**src/rtl/riscv_pkg.sv**
```systemverilog
// Shared integer-core widths and write-back types.
package riscv_pkg;

    localparam int unsigned XLEN   = 32;
    localparam int unsigned REG_AW = 5;
    localparam int unsigned NREGS  = 32;

    typedef enum logic [1:0] {
        WB_NONE,
        WB_ALU,
        WB_LQ,
        WB_LD_BYP
    } wb_src_e;

    typedef struct packed {
        logic [REG_AW-1:0] rd;
        logic [XLEN-1:0]   data;
    } wb_entry_t;

endpackage

```
**src/rtl/wb_load_fifo.sv**
```systemverilog
// Load-return queue: DEPTH entries of {rd, data}, FIFO order, wrapping pointers.
module wb_load_fifo
    import riscv_pkg::*;
#(
    parameter int unsigned DEPTH = 4
) (
    input  logic                     clk,
    input  logic                     rst,
    input  logic                     i_push,
    input  wb_entry_t                i_push_data,
    input  logic                     i_pop,
    output wb_entry_t                o_head,
    output logic                     o_full,
    output logic                     o_empty,
    output logic [$clog2(DEPTH):0]   o_count
);

    localparam int unsigned PTR_W = $clog2(DEPTH);
    localparam int unsigned CNT_W = PTR_W + 1;

    logic [PTR_W-1:0] r_wr_ptr;
    logic [PTR_W-1:0] r_rd_ptr;
    logic [CNT_W-1:0] r_count;
    wb_entry_t        r_mem [DEPTH];

    logic w_push;
    logic w_pop;

    assign w_push = i_push && !o_full;
    assign w_pop  = i_pop && !o_empty;

    always_ff @(posedge clk or negedge rst) begin
        if (!rst) begin
            r_wr_ptr <= '0;
            r_rd_ptr <= '0;
            r_count  <= '0;
        end else begin
            if (w_push) r_wr_ptr <= r_wr_ptr + PTR_W'(1);
            if (w_pop)  r_rd_ptr <= r_rd_ptr + PTR_W'(1);
            if (w_push && !w_pop)      r_count <= r_count + CNT_W'(1);
            else if (w_pop && !w_push) r_count <= r_count - CNT_W'(1);
        end
    end

    // Payload storage needs no reset; validity is tracked by r_count.
    always_ff @(posedge clk) begin
        if (w_push) r_mem[r_wr_ptr] <= i_push_data;
    end

    assign o_head  = r_mem[r_rd_ptr];
    assign o_full  = (r_count == CNT_W'(DEPTH));
    assign o_empty = (r_count == '0);
    assign o_count = r_count;

endmodule

```
**src/rtl/reg_writeback_ctrl.sv**
```systemverilog
// Register-file write master: ALU-priority arbitration over buffered load returns,
// registered write port and per-register pending scoreboard.
module reg_writeback_ctrl
    import riscv_pkg::*;
#(
    parameter int unsigned LQ_DEPTH = 4
) (
    input  logic              clk,
    input  logic              rst,
    input  logic              iss_valid,
    input  logic [REG_AW-1:0] iss_rd,
    output logic              iss_ready,
    input  logic [REG_AW-1:0] rs_a,
    input  logic [REG_AW-1:0] rs_b,
    output logic              hazard_a,
    output logic              hazard_b,
    input  logic              alu_valid,
    input  logic [REG_AW-1:0] alu_rd,
    input  logic [XLEN-1:0]   alu_data,
    input  logic              ld_valid,
    input  logic [REG_AW-1:0] ld_rd,
    input  logic [XLEN-1:0]   ld_data,
    output logic              ld_ready,
    output logic              W_en,
    output logic [REG_AW-1:0] Address_write,
    output logic [XLEN-1:0]   data_write,
    output logic [NREGS-1:0]  pending
);

    localparam int unsigned CNT_W = $clog2(LQ_DEPTH) + 1;

    logic              r_wen;
    logic [REG_AW-1:0] r_waddr;
    logic [XLEN-1:0]   r_wdata;
    logic [NREGS-1:0]  r_pending;

    logic              w_alu_sel;
    logic              w_ld_acc;
    logic              w_lq_push;
    logic              w_lq_pop;
    logic              w_lq_full;
    logic              w_lq_empty;
    logic [CNT_W-1:0]  w_lq_count;
    wb_entry_t         w_lq_head;
    wb_entry_t         w_ld_entry;
    wb_src_e           w_src;
    logic [REG_AW-1:0] w_wr_rd;
    logic [XLEN-1:0]   w_wr_data;
    logic [NREGS-1:0]  w_pend_set;
    logic [NREGS-1:0]  w_pend_clr;
    logic [NREGS-1:0]  w_pend_nxt;

    assign w_alu_sel       = alu_valid && (alu_rd != '0);
    assign w_ld_acc        = ld_valid && ld_ready && (ld_rd != '0);
    assign w_ld_entry.rd   = ld_rd;
    assign w_ld_entry.data = ld_data;

    wb_load_fifo #(
        .DEPTH (LQ_DEPTH)
    ) u_lq (
        .clk         (clk),
        .rst         (rst),
        .i_push      (w_lq_push),
        .i_push_data (w_ld_entry),
        .i_pop       (w_lq_pop),
        .o_head      (w_lq_head),
        .o_full      (w_lq_full),
        .o_empty     (w_lq_empty),
        .o_count     (w_lq_count)
    );

    // Source select: ALU, then queue head, then same-cycle load bypass.
    always_comb begin
        w_src     = WB_NONE;
        w_wr_rd   = '0;
        w_wr_data = '0;
        if (w_alu_sel)        w_src = WB_ALU;
        else if (!w_lq_empty) w_src = WB_LQ;
        else if (w_ld_acc)    w_src = WB_LD_BYP;
        case (w_src)
            WB_ALU: begin
                w_wr_rd   = alu_rd;
                w_wr_data = alu_data;
            end
            WB_LQ: begin
                w_wr_rd   = w_lq_head.rd;
                w_wr_data = w_lq_head.data;
            end
            WB_LD_BYP: begin
                w_wr_rd   = ld_rd;
                w_wr_data = ld_data;
            end
            default: ;
        endcase
    end

    assign w_lq_pop  = (w_src == WB_LQ);
    assign w_lq_push = w_ld_acc && (w_src != WB_LD_BYP);

    // Set after clear so a same-edge issue to the register being written stays pending.
    assign w_pend_set = (iss_valid && iss_ready && (iss_rd != '0)) ? (NREGS'(1) << iss_rd) : '0;
    assign w_pend_clr = r_wen ? (NREGS'(1) << r_waddr) : '0;
    assign w_pend_nxt = ((r_pending & ~w_pend_clr) | w_pend_set) & ~NREGS'(1);

    always_ff @(posedge clk or negedge rst) begin
        if (!rst) begin
            r_wen     <= 1'b0;
            r_waddr   <= '0;
            r_wdata   <= '0;
            r_pending <= '0;
        end else begin
            r_wen     <= (w_src != WB_NONE);
            r_waddr   <= w_wr_rd;
            r_wdata   <= w_wr_data;
            r_pending <= w_pend_nxt;
        end
    end

    assign iss_ready     = (iss_rd == '0) || !r_pending[iss_rd];
    assign hazard_a      = r_pending[rs_a];
    assign hazard_b      = r_pending[rs_b];
    assign ld_ready      = !w_lq_full;
    assign W_en          = r_wen;
    assign Address_write = r_waddr;
    assign data_write    = r_wdata;
    assign pending       = r_pending;

    a_lq_count_bound: assert property (@(posedge clk) disable iff (!rst)
        w_lq_count <= CNT_W'(LQ_DEPTH));

endmodule

```
**config.mk**
```make
export PLATFORM = sky130hd
export DESIGN_NAME = reg_writeback_ctrl
export DESIGN_NICKNAME = d
export VERILOG_FILES = /design/src/rtl/riscv_pkg.sv /design/src/rtl/wb_load_fifo.sv /design/src/rtl/reg_writeback_ctrl.sv
export SDC_FILE = /design/constraint.sdc
export NUM_CORES = 1
export LEC_CHECK = 0
export ABC_AREA = 1
export CAP_MARGIN = 5
export CORE_ASPECT_RATIO = 0.8
export CORE_MARGIN = 2
export CORE_UTILIZATION = 56
export CTS_BUF_LIST = sky130_fd_sc_hd__clkbuf_8
export CTS_CLUSTER_SIZE = 16
export DETAILED_ROUTE_END_ITERATION = 8
export GPL_TIMING_DRIVEN = 0
export PLACE_DENSITY = 0.86
export SYNTH_ARGS = -nofsm -noshare
export SYNTH_HDL_FRONTEND = slang
export SYNTH_HIERARCHICAL = 1
export SYNTH_SLANG_ARGS = --single-unit
```
**constraint.sdc**
```tcl
create_clock -name clk -period 3.55 [get_ports clk]
set_input_delay 0.71 -clock clk [delete_from_list [all_inputs] [get_ports clk]]
set_output_delay 0.71 -clock clk [all_outputs]
set_load 0.005 [all_outputs]
```
==> flow_summary_export.csv, run 1 <==
group,metric,value,unit
global_routing,met3_usage,4.95,%
setup_path,rr_startpoint,"u_lq/o_count[1]",
placed_design,dpl_cell_area,12700,sq um
run,max_cap_viol_count,0,
sta,finalCriticalPeriod,3.40,ns
pwr,p_leak,0.00572,uW
setup_path,r2r_setup_slack,0.94,ns
global_routing,grt_use_met1,41.0,%
synth,syn_area,10600,sq um
routing,drtIter0Drc,1090,
routing,drc,0,
global_routing,gr-total-overflow,0,
synth,synth.avg_cell_area,9.48,sq um
clock_network,cts.htree.levels,2,
sta,finalHoldViolCount,0,
global_routing,grt.total_usage,29.4,%
floorplan,rows,45,
sta,hold-worst-slack,0.127,ns
layout,layout.cells.non_filler,1613,
placed_design,place_ws,-0.172,ns
sta,slew_headroom,40.0,%
sta,maxSlewViolCount,0,
synth,seq_area_frac_synth,59.8,%
setup_path,cp-start-kind,"primary input",
clock_network,clkSinkCount,224,
global_routing,grt_pass1_wl,45200,um
layout,drive_above_1_share,9.23,%
global_routing,grt_max_degree,48,
global_routing,top_usage_layer,"met2",
setup_path,crit_path_max_incr_delay,0.55,ns
setup_path,r2r_end,"u_lq/r_mem[2][20]",
sta,period_share,95.9,%
synth,syn-num-nets,1220,
run_status,outcome,"finished, final reports clean",
placed_design,placedCellCount,1547,
clock_network,clk_pin_slew,0.06,ns
synth,synth_seq_cells,224,
routing,wl_per_cell,18.2,um
sta,tightest_slew,0.897,ns
clock_network,insertion_delay,0.53,ns
routing,vias,8984,
pwr,fin_total_pwr,10100,uW
setup_path,cp_cell_sequence,"clkdlybuf4s50_1 > inv_1 > o21ai_0 > o221ai_1 > nand3_1 > nand3_1 > o21a_1 > clkdlybuf4s50_1",
floorplan,initial_core_util,56.5,%
clock_network,cts-hold-fix-buffers,0,
setup_path,cp_max_fo,9,
floorplan,core-area,18800,sq um
global_routing,use_met2,46.8,%
sta,setup_slack,0.146,ns
clock_network,cts_tree,"built",
floorplan,dieHeight,127,um
floorplan,dieArea,20100,sq um
synth,yosysUniqueCellTypes,34,
routing,first_pass_iters,5,
synth,syn_inst,1120,
sta,fmax,0.294,GHz
global_routing,grt_pass1_vias,8680,
layout,antennaDiodeCount,0,
setup_path,reg2reg_depth,9,
setup_path,path_buf_inv,3,
setup_path,critPathKind,"in2out",
pwr,ir_drop,491,uV
sta,setup_viol,0,
layout,area_growth,26.6,%
clock_network,cts_max_path_buffers,3,
placed_design,numPortBuffers,164,
clock_network,cts_root_buf,"clkbuf_8",
synth,synth_edf_count,148,
pwr,power.density,753,nW/um^2
routing,ant_nets,0,
worst_hold_path,worstHoldPathType,"in2async",
clock_network,cts_inserted_buffers,37,
sta,rsz0062_at_grt,"false",
setup_path,crit_family,"buffers and inverters",
layout,final_cell_area,13400,sq um
setup_path,crit_arrival,2.69,ns
placed_design,routabilityCongestion,0.893,
routing,via_per_inst,5.57,
setup_path,cp.required,2.84,ns
floorplan,ios,168,
setup_path,cp-end-kind,"output pin",
routing,wl,29300,um
placed_design,dp_hpwl,20400,um
sta,finalClockSkew,0.0113,ns
synth,async_flop_share,33.9,%
floorplan,die-width,158,um
synth,ys.flop_type,"edfxtp_1",
global_routing,antenna_found_initial,0,
layout,nNetsFinal,1429,
setup_path,cp_slowest_cell,"clkdlybuf4s50_1",
synth,yosys_warnings,6,
==> cells in the mapped netlist, types with 13 or more instances <==
cell type  count  share of area [%]
edfxtp_1     148                 42
nand2_1      349                 12
nand3_1       81                3.8
o211ai_1      79                5.6
buf_6         14                1.5
inv_1        119                4.2
nand2_2       23                1.4
buf_2         13               0.61
nor2_1        70                2.5
o21ai_0       68                3.2
clkbuf_1      24               0.85
dfrtp_1       76                 18
==> worst max path at each step <==
stage / startpoint / endpoint / slack (ns) / depth (start not counted)
floorplan: alu_rd[0] / u_lq/r_mem[0][0] / 0.24 / 8
global placement: ld_rd[1] / u_lq/r_mem[2][17] / -1.62 / 7
finish: rs_a[1] / hazard_a / 0.15 / 8
detailed placement: rs_b[0] / hazard_b / -0.17 / 10
global route: rs_a[1] / hazard_a / 0.03 / 9
CTS: rs_b[0] / hazard_b / -0.06 / 10
==> stage by stage <==
| step | utilization, % | setup TNS (ns) |
|---|---|---|
| 6_report | 71.5 | 0 |
| 5_1_grt | 71.5 | 0 |
| 4_1_cts | 71.4 | -0.0573 |
| 3_5_place_dp | 67.6 | -0.426 |
| 3_3_place_gp | 66.9 | -306.82 |
| 2_1_floorplan | - | 0 |
==> cells in the final DEF, fill, tap and decap left out, types with 2 or more instances in the layout <==
master	count
nand4_1	7
inv_2	4
nand2_2	23
dfrtp_1	76
buf_2	13
ha_1	5
nor2_4	4
clkbuf_8	42
clkinv_1	7
dlymetal6s2s_1	3
buf_12	6
nor3_1	5
clkinv_2	2
nand2_1	349
nand3_1	81
o22ai_1	6
clkbuf_2	2
o221ai_1	6
a22oi_1	5
clkdlybuf4s50_1	160
clkbuf_1	20
o21ai_0	67
buf_6	14
inv_1	128
a21oi_1	5
clkbuf_4	2
edfxtp_1	148
o211ai_1	79
buf_4	4
nor2_1	66
==> timing repair <==
action                                  in CTS  in global routing
buffers inserted                             0                  1
resized for setup                            2                 15
endpoints found under the setup margin       2                  2
pin swaps                                    0                  0
==> kinds of logic after synthesis <==
| family | count (synthesis) | synth area share [%] |
|---|---|---|
| buf+inv | 178 | 7.84 |
| xor+xnor | 1 | 0.0825 |
| flops | 224 | 59.8 |
| fa+ha+maj | 6 | 0.778 |
| other cells | 1 | 0.0353 |
| compound gates | 171 | 10.4 |
| simple gates | 539 | 21.1 |
==> flip-flops by register name, indices dropped and copies added (netlist names) <==
| register | cells |
|---|---|
| u_lq/r_mem | 148 |
| data_write | 32 |
| pending | 31 |
| Address_write | 5 |
| u_lq/o_count | 3 |
| u_lq/r_rd_ptr | 2 |
| u_lq/r_wr_ptr | 2 |
| W_en | 1 |
==> cell type report <==
cell class                 instances  area, sq um
timing repair buffer             170         1760
tap                              258          323
clock inverter                    23          124
sequential                       224         6350
multi-input combinational        718         3470
inverter                         122          460
fill                            1329         5360
buffer                            56          382
clock buffer                      42          578
==> power breakdown <==
part	internal (uW)	switching (uW)
Sequential	3540	531
Clock	1150	992
Combinational	1690	2220
==> routing by layer <==
metal / wire length [um] / vias up
met4: 677 / 0
met2: 13900 / 558
met1: 11600 / 4180
met3: 3210 / 66
met5: 0 / -
li1: - / 4180
No activity file was read; power rests on OpenSTA's default activity.
==> run 2, diff against run 1 <==
--- a/config.mk
+++ b/config.mk
@@ -6,12 +6,12 @@
 export NUM_CORES = 1
 export LEC_CHECK = 0
 export ABC_AREA = 1
-export CAP_MARGIN = 5
+export CAP_MARGIN = 15
 export CORE_ASPECT_RATIO = 0.8
 export CORE_MARGIN = 2
 export CORE_UTILIZATION = 56
 export CTS_BUF_LIST = sky130_fd_sc_hd__clkbuf_8
-export CTS_CLUSTER_SIZE = 16
+export CTS_CLUSTER_SIZE = 24
 export DETAILED_ROUTE_END_ITERATION = 8
 export GPL_TIMING_DRIVEN = 0
 export PLACE_DENSITY = 0.86
==> constraint.sdc (replaced) <==
create_clock -name clk -period 3.6 [get_ports clk]
set_input_delay 0.72 -clock clk [delete_from_list [all_inputs] [get_ports clk]]
set_output_delay 0.72 -clock clk [all_outputs]
set_load 0.005 [all_outputs]
==> run 2 against run 1 <==
Via count about the same. Utilization up 0.13 points. Total power down 1.3%. Highest routed layer unchanged. Routed wire length is 0.37% higher. Combinational power fell by 2%. Critical path depth up 2. First-iteration DRC count decreased by 0.18%. Design area grew 0.18%. Clock power about the same. Global-route usage about the same. Sequential power is 1% lower.
==> flow_summary_export.csv, run 2 (synthesis results as in run 1) <==
group,metric,value,unit
floorplan,ios,168,
floorplan,die-width,158,um
clock_network,clkSinkCount,224,
sta,maxSlewViolCount,0,
global_routing,gr-total-overflow,0,
routing,first_pass_iters,5,
sta,finalHoldViolCount,0,
clock_network,cts_tree,"built",
global_routing,grt_max_degree,48,
global_routing,antenna_found_initial,0,
layout,final_common_cell,"nand2_1",
layout,drive_above_1_share,9.43,%
placed_design,numPortBuffers,164,
layout,layout_common_cells,"nand2_1 (349), clkdlybuf4s50_1 (161), edfxtp_1 (148)",
setup_path,cp_common_cell,"o21ai_0",
clock_network,cts_max_path_buffers,3,
setup_path,cp_max_fo,9,
clock_network,cts_inserted_buffers,37,
layout,antennaDiodeCount,0,
sta,slew_headroom,42.4,%
layout,largest_reg_flops,148,
setup_path,cp_slowest_cell,"clkdlybuf4s50_1",
pwr,fin_total_pwr,9990,uW
global_routing,grt.total_usage,29.3,%
layout,fillerInstances,1332,
layout,regMostFlops,"u_lq/r_mem",
run,max_cap_viol_count,0,
sta,setup_viol,0,
sta,period_share,95.4,%
worst_hold_path,worstHoldPathType,"in2async",
routing,ant_nets,0,
layout,area_growth,26.8,%
routing,wl_per_cell,18.2,um
pwr,ir_drop,486,uV
clock_network,insertion_delay,0.53,ns
routing,wl,29400,um
global_routing,grt_pass1_wl,45100,um
setup_path,critPathLaunch,"rs_b[1]",
setup_path,crit_arrival,2.71,ns
sta,finalCriticalPeriod,3.43,ns
pwr,p_leak,0.00572,uW
sta,finalClockSkew,0.0110,ns
routing,drtIter0Drc,1088,
setup_path,reg2reg_depth,9,
floorplan,dieArea,20100,sq um
floorplan,initial_core_util,56.5,%
sta,rsz0062_at_grt,"false",
routing,vias,8987,
placed_design,dp_hpwl,20400,um
floorplan,dieHeight,127,um
floorplan,rows,45,
layout,layout.cells.non_filler,1616,
setup_path,rr_startpoint,"u_lq/o_count[0]",
routing,drc,0,
setup_path,cp_cell_sequence,"clkdlybuf4s50_1 > inv_2 > a21oi_1 > o21ai_0 > nand3_1 > o211ai_1 > o21ai_0 > inv_1 > o21ai_0 > clkdlybuf4s50_1",
clock_network,clk_pin_slew,0.07,ns
floorplan,core-area,18800,sq um
setup_path,cp.required,2.88,ns
setup_path,cp-end-kind,"output pin",
run_status,outcome,"finished, final reports clean",
clock_network,cts.htree.levels,2,
clock_network,cts_root_buf,"clkbuf_8",
layout,nNetsFinal,1432,
setup_path,r2r_setup_slack,0.99,ns
setup_path,critPathKind,"in2out",
sta,fmax,0.291,GHz
global_routing,grt_pass1_vias,8673,
sta,tightest_slew,0.860,ns
placed_design,routabilityCongestion,0.893,
placed_design,placedCellCount,1547,
routing,via_per_inst,5.56,
setup_path,cp-start-kind,"primary input",
pwr,power.density,742,nW/um^2
setup_path,crit_path_max_incr_delay,0.65,ns
setup_path,r2r_end,"u_lq/r_mem[2][20]",
run 2: final cells by class:
cell class	instances	area, sq um	share of cell area [%]
clock inverter	23	124	0.920
tap	258	323	2.40
clock buffer	42	578	4.29
sequential	224	6350	47.1
buffer	55	377	2.80
timing repair buffer	174	1790	13.3
multi-input combinational	718	3470	25.8
inverter	122	464	3.45
run 2: through the flow:
step | setup TNS, ns | cell area, sq um | hold WS [ns] | setup WS, ns | util (%)
2_1_floorplan | 0 | 10600 | 0.424 | 0.280 | -
3_3_place_gp | -297.76 | 12600 | 0.479 | -1.58 | 66.9
3_5_place_dp | -0.291 | 12700 | 0.498 | -0.142 | 67.6
4_1_cts | -0.0273 | 13400 | 0.131 | -0.0273 | 71.3
5_1_grt | 0 | 13500 | 0.159 | 0.0134 | 71.6
6_report | 0 | 13500 | 0.137 | 0.165 | 71.6
run 2: what timing repair did:
action | 4_1_cts | 5_1_grt
hold buffers | 0 | 0
gates resized for setup | 1 | 13
pin swaps | 0 | 0
endpoints found under the setup margin | 2 | 2
setup buffers | 0 | 5
run 2: worst max path at each step:
stage	cells past startpoint	to	slack (ns)
6_report	10	hazard_b	0.17
5_1_grt	10	hazard_b	0.01
4_1_cts	10	hazard_b	-0.03
3_5_place_dp	10	hazard_b	-0.14
3_3_place_gp	7	u_lq/r_mem[2][17]	-1.58
2_1_floorplan	8	u_lq/r_mem[0][0]	0.28
run 2: critical path: cells and delay by family:
family	cells	cell delay, ns
buffers and inverters	4	1.36
AO/OA/AOI/OAI	5	0.55
AND/OR/NAND/NOR	1	0.09
run 2: report_power, final:
part	switching, uW	total (uW)	internal (uW)
registers	524	4020	3490
logic	2190	3850	1660
clock network	985	2120	1140
total	3700	9990	6300
run 2: routing by layer:
layer  vias to the layer above  wire, um  global-route usage (%)
li1                       4182         -                       -
met1                      4218     11900                    41.0
met2                       516     13800                    46.6
met3                        71      2910                    4.95
met4                         0       739                    11.1
met5                         -         0                       0
